**config.mk**
```make
export PLATFORM = sky130hd
export DESIGN_NAME = mips_mc_control_flat
export DESIGN_NICKNAME = d
export VERILOG_FILES = /design/src/rtl/mips_ctrl_pkg.sv /design/src/rtl/mips_mc_control_if.sv /design/src/rtl/mips_alu_decoder.sv /design/src/rtl/mips_mc_control.sv /design/src/flat_wrapper.sv
export SDC_FILE = /design/constraint.sdc
export NUM_CORES = 1
export LEC_CHECK = 0
export CAP_MARGIN = 25
export CELL_PAD_IN_SITES_DETAIL_PLACEMENT = 1
export CELL_PAD_IN_SITES_GLOBAL_PLACEMENT = 1
export CORE_ASPECT_RATIO = 1.75
export CORE_UTILIZATION = 26
export CTS_CLUSTER_DIAMETER = 50
export CTS_CLUSTER_SIZE = 20
export DETAILED_ROUTE_END_ITERATION = 16
export PLACE_DENSITY_LB_ADDON = 0.08
export SLEW_MARGIN = 20
export SYNTH_ARGS = -nofsm -noshare
export SYNTH_HDL_FRONTEND = slang
export SYNTH_SLANG_ARGS = --single-unit
```
**constraint.sdc**
```tcl
create_clock -name clk -period 5.6 [get_ports clk]
set_clock_uncertainty 0.1 [all_clocks]
set_input_delay 1.12 -clock clk [delete_from_list [all_inputs] [get_ports clk]]
set_output_delay 1.12 -clock clk [all_outputs]
set_load 0.01 [all_outputs]
```
**src/rtl/mips_ctrl_pkg.sv**
```systemverilog
// mips_ctrl_pkg: shared opcode/funct, state, aluop and select encodings for the multicycle controller
package mips_ctrl_pkg;
  localparam logic [5:0] OP_RTYPE = 6'b000000;
  localparam logic [5:0] OP_LW    = 6'b100011;
  localparam logic [5:0] OP_SW    = 6'b101011;
  localparam logic [5:0] OP_BEQ   = 6'b000100;
  localparam logic [5:0] OP_ADDI  = 6'b001000;
  localparam logic [5:0] OP_J     = 6'b000010;
  localparam logic [5:0] F_ADD = 6'b100000;
  localparam logic [5:0] F_SUB = 6'b100010;
  localparam logic [5:0] F_AND = 6'b100100;
  localparam logic [5:0] F_OR  = 6'b100101;
  localparam logic [5:0] F_SLT = 6'b101010;
  typedef enum logic [3:0] {
    S_FETCH  = 4'd0,
    S_DECODE = 4'd1,
    S_MEMADR = 4'd2,
    S_MEMRD  = 4'd3,
    S_MEMWB  = 4'd4,
    S_MEMWR  = 4'd5,
    S_EXEC   = 4'd6,
    S_ALUWB  = 4'd7,
    S_BRANCH = 4'd8,
    S_ADDIEX = 4'd9,
    S_ADDIWB = 4'd10,
    S_JUMP   = 4'd11,
    S_HALT   = 4'd12
  } state_t;
  typedef enum logic [1:0] {
    ALUOP_ADD   = 2'b00,
    ALUOP_SUB   = 2'b01,
    ALUOP_FUNCT = 2'b10
  } aluop_t;
  localparam logic [3:0] ALU_ADD = 4'b0010;
  localparam logic [3:0] ALU_SUB = 4'b0110;
  localparam logic [3:0] ALU_AND = 4'b0000;
  localparam logic [3:0] ALU_OR  = 4'b0001;
  localparam logic [3:0] ALU_SLT = 4'b0111;
  localparam logic [1:0] SRCB_B     = 2'b00;
  localparam logic [1:0] SRCB_4     = 2'b01;
  localparam logic [1:0] SRCB_IMM   = 2'b10;
  localparam logic [1:0] SRCB_IMMSH = 2'b11;
  localparam logic [1:0] PC_ALU    = 2'b00;
  localparam logic [1:0] PC_ALUOUT = 2'b01;
  localparam logic [1:0] PC_JUMP   = 2'b10;
endpackage

```
**src/rtl/mips_mc_control_if.sv**
```systemverilog
// mips_mc_control_if: controller <-> datapath bundle
// master (controller): reads opcode/funct/zero/mem_ready, drives enables, selects, illegal_op, dbg_state
// slave (datapath): the mirror view
interface mips_mc_control_if #(parameter int STATE_W = 4);
  logic [5:0] opcode;
  logic [5:0] funct;
  logic zero;
  logic mem_ready;
  logic pcen;
  logic iord;
  logic memread;
  logic memwrite;
  logic irwrite;
  logic memtoreg;
  logic regdst;
  logic regwrite;
  logic alusrca;
  logic [1:0] alusrcb;
  logic [3:0] alucontrol;
  logic [1:0] pcsrc;
  logic illegal_op;
  logic [STATE_W-1:0] dbg_state;
  modport master (
    input  opcode, funct, zero, mem_ready,
    output pcen, iord, memread, memwrite, irwrite, memtoreg, regdst, regwrite,
           alusrca, alusrcb, alucontrol, pcsrc, illegal_op, dbg_state
  );
  modport slave (
    output opcode, funct, zero, mem_ready,
    input  pcen, iord, memread, memwrite, irwrite, memtoreg, regdst, regwrite,
           alusrca, alusrcb, alucontrol, pcsrc, illegal_op, dbg_state
  );
endinterface

```
**src/rtl/mips_alu_decoder.sv**
```systemverilog
// mips_alu_decoder: aluop + funct -> alucontrol, plus funct_valid for supported R-type functs
// aluop/funct in; alucontrol, funct_valid out (purely combinational)
module mips_alu_decoder
  import mips_ctrl_pkg::*;
(
  input  aluop_t     aluop,
  input  logic [5:0] funct,
  output logic [3:0] alucontrol,
  output logic       funct_valid
);
  logic [3:0] fctl;
  always_comb begin
    fctl = ALU_ADD;
    funct_valid = 1'b1;
    case (funct)
      F_ADD:   fctl = ALU_ADD;
      F_SUB:   fctl = ALU_SUB;
      F_AND:   fctl = ALU_AND;
      F_OR:    fctl = ALU_OR;
      F_SLT:   fctl = ALU_SLT;
      default: funct_valid = 1'b0;
    endcase
    alucontrol = aluop == ALUOP_SUB ? ALU_SUB : aluop == ALUOP_FUNCT ? fctl : ALU_ADD;
  end
endmodule

```
**src/rtl/mips_mc_control.sv**
```systemverilog
// mips_mc_control: multicycle MIPS main controller (Moore FSM with memory ready handshake)
// clk, reset (sync, active-high); bus: master view of mips_mc_control_if
// ILLEGAL_TRAP=1 parks in HALT on an undecodable instruction, 0 treats it as a NOP
module mips_mc_control
  import mips_ctrl_pkg::*;
#(
  parameter bit ILLEGAL_TRAP = 1'b0,
  parameter int STATE_W = 4
) (
  input logic clk,
  input logic reset,
  mips_mc_control_if.master bus
);
  state_t state, dec_next;
  aluop_t aluop;
  logic [3:0] alu_ctl;
  logic funct_valid, pcwrite, branch, illegal;
  logic iord, memread, memwrite, irwrite, memtoreg, regdst, regwrite, alusrca;
  logic [1:0] alusrcb, pcsrc;
  mips_alu_decoder u_dec (
    .aluop(aluop),
    .funct(bus.funct),
    .alucontrol(alu_ctl),
    .funct_valid(funct_valid)
  );
  // FETCH here means "undecodable"; DECODE never legitimately returns to FETCH
  assign dec_next = (bus.opcode == OP_LW || bus.opcode == OP_SW) ? S_MEMADR :
                    bus.opcode == OP_RTYPE ? (funct_valid ? S_EXEC : S_FETCH) :
                    bus.opcode == OP_BEQ ? S_BRANCH :
                    bus.opcode == OP_ADDI ? S_ADDIEX :
                    bus.opcode == OP_J ? S_JUMP : S_FETCH;
  always_ff @(posedge clk) begin
    if (reset) state <= S_FETCH;
    else case (state)
      S_FETCH:  state <= bus.mem_ready ? S_DECODE : S_FETCH;
      S_DECODE: state <= (dec_next == S_FETCH && ILLEGAL_TRAP) ? S_HALT : dec_next;
      S_MEMADR: state <= bus.opcode == OP_LW ? S_MEMRD : S_MEMWR;
      S_MEMRD:  state <= bus.mem_ready ? S_MEMWB : S_MEMRD;
      S_MEMWR:  state <= bus.mem_ready ? S_FETCH : S_MEMWR;
      S_EXEC:   state <= S_ALUWB;
      S_ADDIEX: state <= S_ADDIWB;
      S_HALT:   state <= S_HALT;
      default:  state <= S_FETCH;
    endcase
  end
  // Reset masks every output in the same cycle so no write can slip past the reset edge
  always_comb begin
    pcwrite = 1'b0;
    branch = 1'b0;
    illegal = 1'b0;
    iord = 1'b0;
    memread = 1'b0;
    memwrite = 1'b0;
    irwrite = 1'b0;
    memtoreg = 1'b0;
    regdst = 1'b0;
    regwrite = 1'b0;
    alusrca = 1'b0;
    alusrcb = SRCB_B;
    aluop = ALUOP_ADD;
    pcsrc = PC_ALU;
    if (!reset) case (state)
      S_FETCH: begin
        memread = 1'b1;
        alusrcb = SRCB_4;
        irwrite = bus.mem_ready;
        pcwrite = bus.mem_ready;
      end
      S_DECODE: begin
        alusrcb = SRCB_IMMSH;
        illegal = dec_next == S_FETCH;
      end
      S_MEMADR, S_ADDIEX: begin
        alusrca = 1'b1;
        alusrcb = SRCB_IMM;
      end
      S_MEMRD: begin
        iord = 1'b1;
        memread = 1'b1;
      end
      S_MEMWR: begin
        iord = 1'b1;
        memwrite = 1'b1;
      end
      S_MEMWB: begin
        regwrite = 1'b1;
        memtoreg = 1'b1;
      end
      S_EXEC: begin
        alusrca = 1'b1;
        aluop = ALUOP_FUNCT;
      end
      S_ALUWB: begin
        regwrite = 1'b1;
        regdst = 1'b1;
      end
      S_BRANCH: begin
        alusrca = 1'b1;
        aluop = ALUOP_SUB;
        branch = 1'b1;
        pcsrc = PC_ALUOUT;
      end
      S_ADDIWB: regwrite = 1'b1;
      S_JUMP: begin
        pcwrite = 1'b1;
        pcsrc = PC_JUMP;
      end
      default: ;
    endcase
  end
  assign bus.pcen = pcwrite | (branch & bus.zero);
  assign bus.iord = iord;
  assign bus.memread = memread;
  assign bus.memwrite = memwrite;
  assign bus.irwrite = irwrite;
  assign bus.memtoreg = memtoreg;
  assign bus.regdst = regdst;
  assign bus.regwrite = regwrite;
  assign bus.alusrca = alusrca;
  assign bus.alusrcb = alusrcb;
  assign bus.alucontrol = reset ? 4'b0000 : alu_ctl;
  assign bus.pcsrc = pcsrc;
  assign bus.illegal_op = illegal;
  assign bus.dbg_state = STATE_W'(state);
endmodule

```
**src/flat_wrapper.sv**
```systemverilog
// flat-port wrapper written by rule: the top's interface ports become plain ports
module mips_mc_control_flat import mips_ctrl_pkg::*;
#(
  parameter bit ILLEGAL_TRAP = 1'b0,
  parameter int STATE_W = 4
)
  (clk, reset, bus_opcode, bus_funct, bus_zero, bus_mem_ready, bus_pcen, bus_iord, bus_memread, bus_memwrite, bus_irwrite, bus_memtoreg, bus_regdst, bus_regwrite, bus_alusrca, bus_alusrcb, bus_alucontrol, bus_pcsrc, bus_illegal_op, bus_dbg_state);
  mips_mc_control_if #(.STATE_W(STATE_W)) bus_i ();
  input logic clk;
  input logic reset;
  input wire logic [$bits(bus_i.opcode)-1:0] bus_opcode;
  input wire logic [$bits(bus_i.funct)-1:0] bus_funct;
  input wire logic [$bits(bus_i.zero)-1:0] bus_zero;
  input wire logic [$bits(bus_i.mem_ready)-1:0] bus_mem_ready;
  output wire logic [$bits(bus_i.pcen)-1:0] bus_pcen;
  output wire logic [$bits(bus_i.iord)-1:0] bus_iord;
  output wire logic [$bits(bus_i.memread)-1:0] bus_memread;
  output wire logic [$bits(bus_i.memwrite)-1:0] bus_memwrite;
  output wire logic [$bits(bus_i.irwrite)-1:0] bus_irwrite;
  output wire logic [$bits(bus_i.memtoreg)-1:0] bus_memtoreg;
  output wire logic [$bits(bus_i.regdst)-1:0] bus_regdst;
  output wire logic [$bits(bus_i.regwrite)-1:0] bus_regwrite;
  output wire logic [$bits(bus_i.alusrca)-1:0] bus_alusrca;
  output wire logic [$bits(bus_i.alusrcb)-1:0] bus_alusrcb;
  output wire logic [$bits(bus_i.alucontrol)-1:0] bus_alucontrol;
  output wire logic [$bits(bus_i.pcsrc)-1:0] bus_pcsrc;
  output wire logic [$bits(bus_i.illegal_op)-1:0] bus_illegal_op;
  output wire logic [$bits(bus_i.dbg_state)-1:0] bus_dbg_state;
  assign bus_i.opcode = bus_opcode;
  assign bus_i.funct = bus_funct;
  assign bus_i.zero = bus_zero;
  assign bus_i.mem_ready = bus_mem_ready;
  assign bus_pcen = bus_i.pcen;
  assign bus_iord = bus_i.iord;
  assign bus_memread = bus_i.memread;
  assign bus_memwrite = bus_i.memwrite;
  assign bus_irwrite = bus_i.irwrite;
  assign bus_memtoreg = bus_i.memtoreg;
  assign bus_regdst = bus_i.regdst;
  assign bus_regwrite = bus_i.regwrite;
  assign bus_alusrca = bus_i.alusrca;
  assign bus_alusrcb = bus_i.alusrcb;
  assign bus_alucontrol = bus_i.alucontrol;
  assign bus_pcsrc = bus_i.pcsrc;
  assign bus_illegal_op = bus_i.illegal_op;
  assign bus_dbg_state = bus_i.dbg_state;
  mips_mc_control #(.ILLEGAL_TRAP(ILLEGAL_TRAP), .STATE_W(STATE_W)) u_core (.clk(clk), .reset(reset), .bus(bus_i));
endmodule
```
==> load_flow_metrics.sql <==
INSERT INTO impl_metrics (metric_group, metric, value, unit) VALUES
('hold_path', 'holdCritPathClass', 'flop to flop', ''),
('route', 'violation_count_after_the_first_detailed_routing_iteration', '26', ''),
('synth', 'synth.net_count', '116', ''),
('die', 'core', '2360', 'sq um'),
('synth', 'dominantRegCellSynth', 'sky130_fd_sc_hd__dfxtp_1', ''),
('run_status', 'outcome', 'completed', ''),
('timing', 'max_slew_headroom', '55.55', '%'),
('global_route', 'globalRoute.totalOverflow', '0', ''),
('global_route', 'first_pass_grt_wire_length', '3.574', 'mm'),
('cts', 'insertion_delay', '0.21', 'ns'),
('die', 'floorplan.io_pins', '38', ''),
('power_and_ir_drop', 'share_seq_of_total_power', '23.9', '%'),
('place', 'number_of_buffer_cells_added_on_primary_ports', '36', ''),
('cells_and_area', 'total_area_of_multi_input_combinational_cells', '535.5', 'sq um'),
('synth', 'yosysWarningCount', '0', ''),
('route', 'avgRoutedWirePerCell', '15.52', 'microns'),
('cts', 'postCtsResizedCells', '0', ''),
('cts', 'hold_buffers', '0', ''),
('cells_and_area', 'final_util', '45.39', '%'),
('synth', 'number_of_enable_type_register_cells_in_the_synthesized_netlist', '0', ''),
('place', 'dp_cells', '154', ''),
('critical_path', 'critPathLaunchType', 'input port', ''),
('synth', 'netlist_top_cells_area', 'sky130_fd_sc_hd__dfxtp_1 12%, sky130_fd_sc_hd__nor2_1 7.3%, sky130_fd_sc_hd__nand2b_1 6.6%', ''),
('synth', 'post-synth-top-area-cell', 'sky130_fd_sc_hd__dfxtp_1', ''),
('synth', 'postSynthRegisterBits', '4', ''),
('critical_path', 'path_class', 'input port to output port', ''),
('cts', 'clk_pin_slew', '0.03', 'ns'),
('power_and_ir_drop', 'irDropWorstVdd', '0.0001249', 'V'),
('cells_and_area', 'fin_area', '1071', 'sq um'),
('critical_path', 'cp_max_fo', '14', ''),
('cts', 'numClockSinks', '4', ''),
('power_and_ir_drop', 'cell_internal_pwr', '0.00009935', 'W'),
('synth', 'yosys.cell_count.top_type', 'sky130_fd_sc_hd__nor2_1', ''),
('cells_and_area', 'finish.cell_count_without_fillers', '157', ''),
('power_and_ir_drop', 'power.switching', '0.00003612', 'W'),
('timing', 'max_freq', '218.9', 'MHz'),
('synth', 'netlist_top_cells_count', '13 x sky130_fd_sc_hd__nor2_1, 7 x sky130_fd_sc_hd__nand2b_1, 7 x sky130_fd_sc_hd__o21ai_0', ''),
('flow_run', 'cap_violations', '0', ''),
('power_and_ir_drop', 'cellLeakagePower', '0.3549', 'nW'),
('route', 'routed_wl', '2.437', 'mm'),
('cts', 'cts-buffers-inserted', '3', ''),
('route', 'drt.antenna.violating_nets', '0', ''),
('place', 'dpl_cell_area', '1030', 'sq um'),
('cts', 'post_cts.repair.setup_buffers', '0', ''),
('timing', 'rsz0062_at_grt', 'false', ''),
('cells_and_area', 'largest_register_ff_count', '4', ''),
('global_route', 'antenna_found_initial', '0', ''),
('timing', 'final_cycle_utilization_of_the_critical_path', '81.58', '%'),
('cts', 'htreeDepth', '1', ''),
('place', 'dp_hpwl', '1.852', 'mm'),
('cts', 'cts-root-buf', 'sky130_fd_sc_hd__clkbuf_8', ''),
('cells_and_area', 'synthToLayoutAreaGrowth', '61.21', '%'),
('cts', 'ctsLongestPathBuffers', '2', ''),
('timing', 'finalHoldViolations', '0', ''),
('timing', 'worst-slew-pin-transition', '0.6658', 'ns'),
('timing', 'final.hold.worst_slack', '0.6756', 'ns'),
('timing', 'totalNegativeSetupSlack', '0', 'ns'),
('die', 'placementRows', '23', ''),
('die', 'die_h', '68.87', 'microns'),
('timing', 'final-max-slew-violation-count', '0', ''),
('route', 'drt-pass1-iter-count', '4', ''),
('synth', 'ys_seq_area_share', '12.05', '%'),
('cts', 'cts_tree', 'done', ''),
('cells_and_area', 'area.sequential', '80.08', 'sq um'),
('route', 'drcViolationCount', '0', ''),
('synth', 'synth_cell_types', '43', ''),
('synth', 'synthesized_instance_count', '100', ''),
('critical_path', 'worst_ep_required_time', '4.38', 'ns'),
('place', 'globalplace.congestion', '0.7648', ''),
('critical_path', 'cp.arrival', '3.35', 'ns'),
('timing', 'final_setup_viols', '0', '');
cells by family (layout without fill, tap and decap cells):
group | count (synthesis) | after routing | synth area share, %
other | 1 | 1 | 0.5644
multiplexers | 2 | 2 | 3.013
AND/OR/NAND/NOR | 50 | 50 | 43.69
XOR/XNOR | 1 | 1 | 1.319
AO/OA/AOI/OAI | 30 | 30 | 32.02
buffers and inverters | 12 | 44 | 7.344
flip-flops | 4 | 4 | 12.05
power by group through the flow:
stage	clock network [W]	logic (W)	registers, W
2_1_floorplan	0	0.0000197	0.0000310
3_3_place_gp	0	0.0000433	0.0000329
3_5_place_dp	0	0.0000436	0.0000328
4_1_cts	0.0000618	0.0000440	0.0000324
5_1_grt	0.0000651	0.0000466	0.0000327
6_report	0.0000597	0.0000434	0.0000324
final cells by class:
class / count / share of cell area (%)
clock buffer: 3 / 3.855
inverter: 4 / 1.402
multi-input combinational: 84 / 50.00
sequential: 4 / 7.477
tap: 25 / 2.921
timing repair buffer: 37 / 34.35
worst paths after layout:
path / cells past startpoint / from / slack (ns) / to
setup / recovery: 7 / reset / 1.03 / bus_alucontrol[2]
hold / removal: 2 / u_core.bus.dbg_state[0] / 0.68 / u_core.bus.dbg_state[3]
setup reg to reg: 4 / u_core.bus.dbg_state[1] / 3.80 / u_core.bus.dbg_state[2]
hold reg to reg: 2 / u_core.bus.dbg_state[0] / 0.68 / u_core.bus.dbg_state[3]
per-layer routing:
| metal | vias to the layer above | routed length, microns | global-route usage (%) |
|---|---|---|---|
| li1 | 441 | - | - |
| met1 | 442 | 989 | 19.02 |
| met2 | 30 | 1314 | 35.48 |
| met3 | 0 | 133 | 3.846 |
| met4 | 0 | 0 | 0.8333 |
| met5 | - | 0 | 0 |
per-stage QoR:
step,worst slack [ns],power [W]
2_1_floorplan,2.163,0.00005064
3_3_place_gp,1.055,0.00007614
3_5_place_dp,1.025,0.00007638
4_1_cts,1.013,0.0001381
5_1_grt,0.9556,0.0001444
6_report,1.032,0.0001355
cells in the final DEF, fill, tap and decap left out, types with 2 or more instances in the layout:
cell type                         instances
sky130_fd_sc_hd__nor3b_1                  2
sky130_fd_sc_hd__dfxtp_1                  4
sky130_fd_sc_hd__inv_1                    3
sky130_fd_sc_hd__mux2i_1                  2
sky130_fd_sc_hd__nand2b_1                 7
sky130_fd_sc_hd__nor3_1                   6
sky130_fd_sc_hd__nor4_1                   4
sky130_fd_sc_hd__clkdlybuf4s50_1         36
sky130_fd_sc_hd__clkbuf_8                 3
sky130_fd_sc_hd__nand2_1                  5
sky130_fd_sc_hd__a31oi_1                  3
sky130_fd_sc_hd__nor4b_1                  2
sky130_fd_sc_hd__nand3b_1                 2
sky130_fd_sc_hd__a21oi_1                  6
sky130_fd_sc_hd__nor2_1                  13
sky130_fd_sc_hd__o21ai_0                  7
critical path, stage by stage:
cell and delay, ns:
sky130_fd_sc_hd__clkdlybuf4s50_1 0.41, sky130_fd_sc_hd__buf_4 0.19, sky130_fd_sc_hd__or3b_4 0.40, sky130_fd_sc_hd__or4b_4 0.53, sky130_fd_sc_hd__inv_2 0.07, sky130_fd_sc_hd__a21o_1 0.10
sky130_fd_sc_hd__clkdlybuf4s50_1 0.53
(Power assumes the default switching activity.)
